## src/rtl/dcache_refill_ctrl.sv

```systemverilog
// Miss handler between the 2-way data cache and main memory: single-word read refill,
// write-through stores with no allocation, and a saturating read-miss counter.
module dcache_refill_ctrl #(
  parameter int ADDRESS_WIDTH = 32,
  parameter int DATA_WIDTH    = 32,
  parameter int CNT_WIDTH     = 16
) (
  input  logic                     clk_i,
  input  logic                     rst_i,
  input  logic                     rd_en_i,
  input  logic                     wr_en_i,
  input  logic                     miss_i,
  input  logic [ADDRESS_WIDTH-1:0] addr_i,
  input  logic [DATA_WIDTH-1:0]    wdata_i,
  output logic                     stall_o,
  output logic [DATA_WIDTH-1:0]    rdata_o,
  output logic                     rdata_valid_o,
  output logic                     fill_we_o,
  output logic [ADDRESS_WIDTH-1:0] fill_addr_o,
  output logic [DATA_WIDTH-1:0]    fill_data_o,
  output logic                     mem_req_o,
  output logic                     mem_we_o,
  output logic [ADDRESS_WIDTH-1:0] mem_addr_o,
  output logic [DATA_WIDTH-1:0]    mem_wdata_o,
  input  logic [DATA_WIDTH-1:0]    mem_rdata_i,
  input  logic                     mem_ready_i,
  output logic [CNT_WIDTH-1:0]     miss_count_o
);

  typedef enum logic [2:0] {
    IDLE    = 3'd0,
    RD_WAIT = 3'd1,
    FILL    = 3'd2,
    WR_WAIT = 3'd3,
    WR_DONE = 3'd4
  } state_t;

  state_t                   state_q, state_d;
  logic [ADDRESS_WIDTH-1:0] addr_q, addr_d;
  logic [DATA_WIDTH-1:0]    wdata_q, wdata_d;
  logic [DATA_WIDTH-1:0]    rdata_q, rdata_d;
  logic [CNT_WIDTH-1:0]     cnt_q, cnt_d;
  logic [ADDRESS_WIDTH-1:0] addr_aligned;
  logic                     cnt_saturated;

  assign addr_aligned  = {addr_q[ADDRESS_WIDTH-1:2], 2'b00};
  assign cnt_saturated = &cnt_q;

  // Load data is kept separate from store data so rdata_o keeps its last refill across stores.
  assign rdata_o      = rdata_q;
  assign miss_count_o = cnt_q;

  always_ff @(posedge clk_i) begin
    if (rst_i) begin
      state_q <= IDLE;
      addr_q  <= '0;
      wdata_q <= '0;
      rdata_q <= '0;
      cnt_q   <= '0;
    end else begin
      state_q <= state_d;
      addr_q  <= addr_d;
      wdata_q <= wdata_d;
      rdata_q <= rdata_d;
      cnt_q   <= cnt_d;
    end
  end

  always_comb begin
    state_d       = state_q;
    addr_d        = addr_q;
    wdata_d       = wdata_q;
    rdata_d       = rdata_q;
    cnt_d         = cnt_q;
    stall_o       = 1'b0;
    rdata_valid_o = 1'b0;
    fill_we_o     = 1'b0;
    fill_addr_o   = '0;
    fill_data_o   = '0;
    mem_req_o     = 1'b0;
    mem_we_o      = 1'b0;
    mem_addr_o    = '0;
    mem_wdata_o   = '0;

    unique case (state_q)
      IDLE: begin
        // Stores win over loads; miss_i only matters for a load.
        if (wr_en_i) begin
          stall_o = 1'b1;
          addr_d  = addr_i;
          wdata_d = wdata_i;
          state_d = WR_WAIT;
        end else if (rd_en_i && miss_i) begin
          stall_o = 1'b1;
          addr_d  = addr_i;
          if (!cnt_saturated) begin
            cnt_d = cnt_q + 1'b1;
          end
          state_d = RD_WAIT;
        end
      end

      RD_WAIT: begin
        stall_o    = 1'b1;
        mem_req_o  = 1'b1;
        mem_addr_o = addr_aligned;
        if (mem_ready_i) begin
          rdata_d = mem_rdata_i;
          state_d = FILL;
        end
      end

      FILL: begin
        // The missing load is still in MEM this cycle and completes from rdata_o.
        fill_we_o     = 1'b1;
        fill_addr_o   = addr_q;
        fill_data_o   = rdata_q;
        rdata_valid_o = 1'b1;
        state_d       = IDLE;
      end

      WR_WAIT: begin
        stall_o     = 1'b1;
        mem_req_o   = 1'b1;
        mem_we_o    = 1'b1;
        mem_addr_o  = addr_aligned;
        mem_wdata_o = wdata_q;
        if (mem_ready_i) begin
          state_d = WR_DONE;
        end
      end

      WR_DONE: begin
        state_d = IDLE;
      end

      default: begin
        state_d = IDLE;
      end
    endcase
  end

endmodule
```

## config.mk

```make
export PLATFORM = sky130hd
export DESIGN_NAME = dcache_refill_ctrl
export DESIGN_NICKNAME = d
export VERILOG_FILES = /design/src/rtl/dcache_refill_ctrl.sv
export SDC_FILE = /design/constraint.sdc
export NUM_CORES = 1
export LEC_CHECK = 0
export BUFFER_PORTS_ARGS = -buffer_cell sky130_fd_sc_hd__buf_2
export CORE_ASPECT_RATIO = 0.75
export CORE_UTILIZATION = 48
export DETAILED_ROUTE_END_ITERATION = 10
export PLACE_DENSITY = 0.89
export REMOVE_ABC_BUFFERS = 1
export SLEW_MARGIN = 10
export SYNTH_ARGS = -nofsm -noshare
export SYNTH_HDL_FRONTEND = slang
export SYNTH_SLANG_ARGS = --single-unit
```

## constraint.sdc

```tcl
create_clock -name clk_i -period 3.1 [get_ports clk_i]
set_input_delay 0.465 -clock clk_i [delete_from_list [all_inputs] [get_ports clk_i]]
set_output_delay 0.465 -clock clk_i [all_outputs]
set_load 0.01 [all_outputs]
```

# Word level (Yosys, flattened, before mapping)
# Cells that the tools add are included.
# totals
regBits	115
inputBits	102
# op_classes
add_sub_neg	1
n_eq_ne	6
n_mux	17
bitwise	2
reduce_logical	10
# op_table
cell	n
32-bit two-way mux	6
16-bit by 1-bit adder with 16-bit output (second input constant)	1
16-bit AND reduction	1
3-bit two-way mux	4
3-bit case mux with 3 select lines	1
3-bit by 2-bit equality test with 1-bit output (second input constant)	2
2-bit AND reduction	3
1-bit two-way mux	5
2-bit inequality test (second input constant)	2
4-bit AND reduction	1
3-bit by 1-bit equality test with 1-bit output (second input constant)	1
3-bit logical NOT	1
3-bit inequality test (second input constant)	1
3-bit AND reduction	1
1-bit inverter	2
1-bit case mux with 2 select lines	1
2-bit nonzero test	1
2-bit OR reduction	1
1-bit logical AND	1

# Longest topological paths before layout
# logic_depth
word_depth	4
mapped_depth	6
mapped_depth_nobuf	6

# Worst setup path before layout
# OpenSTA, ideal clock, no wires.
# synth_path
path_type	reg2reg
startpoint	register cnt_q[0] (netlist: miss_count_o[0])
endpoint	register cnt_q[15] (netlist: miss_count_o[15])
setup_ns	0.121
arrival_ns	1.731
slack_ns	1.247
path_stages_with_launch	7
n_path_buf	0
synth_period_minus_slack_ns	1.853
path_cell_list	dfxtp_1 ha_1 nand4_1 nor4_4 nor4_2 and2b_1 mux2_4
# synth_between
elab_chain_cells	3
word_cells_on_any_way	4
classes_between	add/sub: 1; bitwise: 1; reduce/logical: 2
# synth_rtl
item	line	source
start, declared	42	logic [CNT_WIDTH-1:0] cnt_q, cnt_d;
start signal, assigned	65	cnt_q <= cnt_d;
parallel branches: the longest is 3 deep, another holds 16-bit by 1-bit adder with 16-bit output	--	
# Parallel ways; which one is timed is not known.
# A chain may end at the register's enable or synchronous reset.

# Worst setup path after layout
# layout_path
startpoint	register state_q[0]
endpoint	output port mem_wdata_o[12]
# layout_between
elab_chain_cells	2
# layout_rtl
item	line	source
start, declared	38	state_t state_q, state_d;
start signal, assigned	61	state_q <= state_d;
3-bit by 2-bit equality test with 1-bit output	85	unique case (state_q)
32-bit two-way mux	85	
end, declared	24	output logic [DATA_WIDTH-1:0] mem_wdata_o,
# Every way passes these cells.

==> results.txt <==
The number of placement rows came out at 32. The total setup violations reported at the end of the flow is 0. The commonest non-fill, non-tap cell in the layout is sky130_fd_sc_hd__buf_2. After Yosys synthesis, XOR and XNOR cells account for 2.226% of the synthesized area. The power density over the cells came out at 564.4 nW/um^2.

The fill cell total of the finished layout came out at 856. Yosys mapped the design onto 38 distinct sky130hd cell types. The layout-stage area growth over the synthesis result came out at 40.39%.

The post-synthesis sequential area ratio is 45.01%. The region available for standard cell placement spans 10330 um^2. The routed wire length came out at 14.30 mm.

The number of diodes added for antenna fixing is 0. The number of antenna violations at the first check in global routing came out at 0. The worst setup path is captured at an output pin. VDD sags by at most 0.4694 mV. For this design, the slowest cell found on the critical path is sky130_fd_sc_hd__nor2b_4. The data required time of the worst path is 2630 ps.

No sink is reached through more buffers than the 2 on the longest clock path. The critical path in this run is classified as register to output pin. The detailed-route wire length per cell came out at 13.29 um.

The placer congestion estimate came out at 0.8127. The fraction of the mapped netlist area in simple logic gates came out at 37.23%. The largest fanout on the critical path came out at 38. The count of flip-flops with a built-in enable after synthesis came out at 0.

CTS saw 115 sinks. The post-route core utilization came out at 69.51%. Dividing the detail-routed via count by the number of cells gives 4.906. The number of buffers created by CTS is 17. The number of remaining DRC errors is 0. Setup repair after global routing left no endpoint under its margin.

Among all flip-flop cells after synthesis, the most frequent one is sky130_fd_sc_hd__dfxtp_1. The first-pass GRT wire length is 22.43 mm. The post-synthesis adder-cell area fraction came out at 0.2446%. The pin count of the biggest net entering global routing came out at 72. The analysis attributes to cell leakage a power of 3.662 nW. The via count of the first global-routing pass came out at 4554. After the flow finishes, the layout carries non-filler instances totaling 1076. The worst setup path is launched from a register. The setup TNS is 0 ps. The die outline width came out at 121.2 um. The count of port buffers added during placement is 280. The Yosys warning count came out at 0. The die covers 11080 um^2. The remaining global-route overflow is 0. At the worst endpoint, the arrival time is 2100 ps.

The post-CTS setup-driven buffer insertion count came out at 0. The H-tree depth is 4. The worst hold margin is 306.1 ps. The compound-cell area share of the yosys netlist is 10.40%. The post-CTS clock slew at the launch and capture registers of the worst setup and hold paths is 50 ps.

The number of violations of the max-capacitance limit came out at 0. In this design, the stage delay of the slowest critical-path cell is 640 ps. The area fraction of the dominant cell type after synthesis came out at 45.01%. The final net count came out at 1031. The final cycle utilization of the critical path came out at 82.65%.

The clock skew after layout came out at 7.829 ps. The post-route netlist has 35.11% of its cells at a drive strength greater than 1. The root buffer cell is sky130_fd_sc_hd__clkbuf_16.

The HPWL after detailed placement is 9.872 mm. The transition time at the pin with the least slew margin came out at 1039 ps. The fmax is 390.3 MHz.

The number of buffers and inverters on the critical path is 2. The minimum clock period after layout came out at 2562 ps. Once detail routing completed, the nets flagged for antenna violations numbered 0.

The count of pins over their slew limit was 0. The initial cell density of the core is 49.52%. For this run, the total global-route usage over all layers was measured as 25.48%. The number of placed I/O pins came out at 283. The mean area per synthesized cell came out at 7.611 um^2.

For this run, asynchronously set or reset flops after synthesis account for 0%. The critical path goes through nor2b_4 -> buf_4 -> and3_1 -> buf_2. The portion of synthesized area spent on multiplexers is 0.4892%.

The cell class contributing the biggest share of worst-path delay is simple AND/OR/NAND/NOR gates. By area the synthesized netlist is led by sky130_fd_sc_hd__dfxtp_1 45%, sky130_fd_sc_hd__nand2_1 15%, sky130_fd_sc_hd__and2_1 12%, sky130_fd_sc_hd__a21oi_1 9.6%, sky130_fd_sc_hd__and3_1 3.9%. The cell type with the highest aggregate area in the netlist is sky130_fd_sc_hd__dfxtp_1.

The post-cts hold buffer count came out at 0. TritonCTS built the clock tree. The first detailed-routing pass ran for 4 iterations. The netlist area before placement came out at 5115 um^2. The min-delay analysis places its worst path in the category primary input to register. The number of DRC markers in iteration 0 came out at 271. The hold violation count in the final report is 0. The top cell types in the final layout, fill and taps aside, are 279 x sky130_fd_sc_hd__buf_2, 198 x sky130_fd_sc_hd__nand2_1, 115 x sky130_fd_sc_hd__dfxtp_1. The number of instances resized during post-cts repair came out at 0. Measured against its own limit, the worst slew margin works out to 30.54%. By area, the combinational part of the netlist is dominated by simple AND/OR/NAND/NOR gates. The cell count after placement came out at 1045.

The number of vias after detailed routing is 5279. The register bit total from synthesis came out at 115. The clock latency of the later-clocked register in the worst-skew pair is 390 ps. The die is 91.40 um tall. The flow ran to the end, and the final reports show no timing, DRC or antenna violations. The count of mapped cells out of synthesis came out at 672.
-- through the flow --
step | cell area [um^2] | setup WS [ps] | power, mW
floorplan | 4901 | -1220 | 1.880
global placement | 6579 | 987.4 | 2.113
detailed placement | 6579 | 935.4 | 2.126
CTS | 7181 | 521.4 | 4.086
global route | 7181 | 382.7 | 4.225
finish | 7181 | 537.8 | 4.052
-- Yosys cell counts, types with 2 or more instances --
cell type,count
sky130_fd_sc_hd__a211oi_1,2
sky130_fd_sc_hd__a21oi_1,98
sky130_fd_sc_hd__and2_1,97
sky130_fd_sc_hd__and3_1,32
sky130_fd_sc_hd__and3b_1,3
sky130_fd_sc_hd__and4_1,2
sky130_fd_sc_hd__buf_1,3
sky130_fd_sc_hd__buf_2,3
sky130_fd_sc_hd__buf_4,3
sky130_fd_sc_hd__clkbuf_1,45
sky130_fd_sc_hd__dfxtp_1,115
sky130_fd_sc_hd__nand2_1,198
sky130_fd_sc_hd__nand2b_1,2
sky130_fd_sc_hd__nand3_1,5
sky130_fd_sc_hd__nand4_1,3
sky130_fd_sc_hd__nand4_2,2
sky130_fd_sc_hd__nor2_1,16
sky130_fd_sc_hd__nor2b_1,2
sky130_fd_sc_hd__nor3_1,4
sky130_fd_sc_hd__nor3b_1,3
sky130_fd_sc_hd__nor4_1,4
sky130_fd_sc_hd__nor4b_1,2
sky130_fd_sc_hd__xnor2_1,13
-- report_power, final --
part	switching, mW	internal, mW
logic	0.291	0.183
registers	0.0541	1.57
clock network	0.641	1.32
total	0.986	3.07
-- registers in the layout (all words and copies together) (netlist names) --
register / cells
rdata_o: 32
state_q: 3
wdata_q: 32
miss_count_o: 16
addr_q: 32
-- path summary, 6_finish.rpt --
check	cells past startpoint	end	start	slack (ps)
hold / removal	3	rdata_o[16]	mem_rdata_i[16]	310
setup reg to reg	5	wdata_q[8]	state_q[1]	1030
hold reg to reg	2	wdata_q[15]	wdata_q[15]	450
setup / recovery	4	mem_wdata_o[12]	state_q[0]	540
-- logic make-up (layout without fill, tap and decap cells) --
group,Yosys count,after routing
AND/OR/NAND/NOR,381,381
flip-flops,115,115
AO/OA/AOI/OAI,104,104
buffers and inverters,55,322
XOR/XNOR,13,13
multiplexers,2,2
adder cells (fa/ha/maj),1,1
other,1,2
-- worst reg2reg max path: cells and delay by family, from the launching register on --
family | cells | cell delay (ps)
buffers and inverters | 1 | 230
AO/OA/AOI/OAI | 1 | 90
flip-flops | 1 | 300
AND/OR/NAND/NOR | 3 | 1300
-- layer usage --
layer	routed length (um)	share of wire [%]	vias up	global-route usage, %
li1	-	-	2688	-
met1	6047	42	2385	30.59
met2	7215	50	194	44.62
met3	881	6.2	12	5.402
met4	152	1.1	0	9.053
met5	0	0	-	0
-- final cells by class --
type                    count  area [um^2]  share of cell area [%]
well taps                 136        170.2                   2.370
repair buffers            290         1491                   20.77
flip-flops and latches    115         2302                   32.06
clock inverters            10        131.4                   1.830
inverters                   1        3.754                 0.05227
multi-input cells         503         2611                   36.37
clock buffers              21        470.5                   6.552
(Power assumes the default switching activity.)
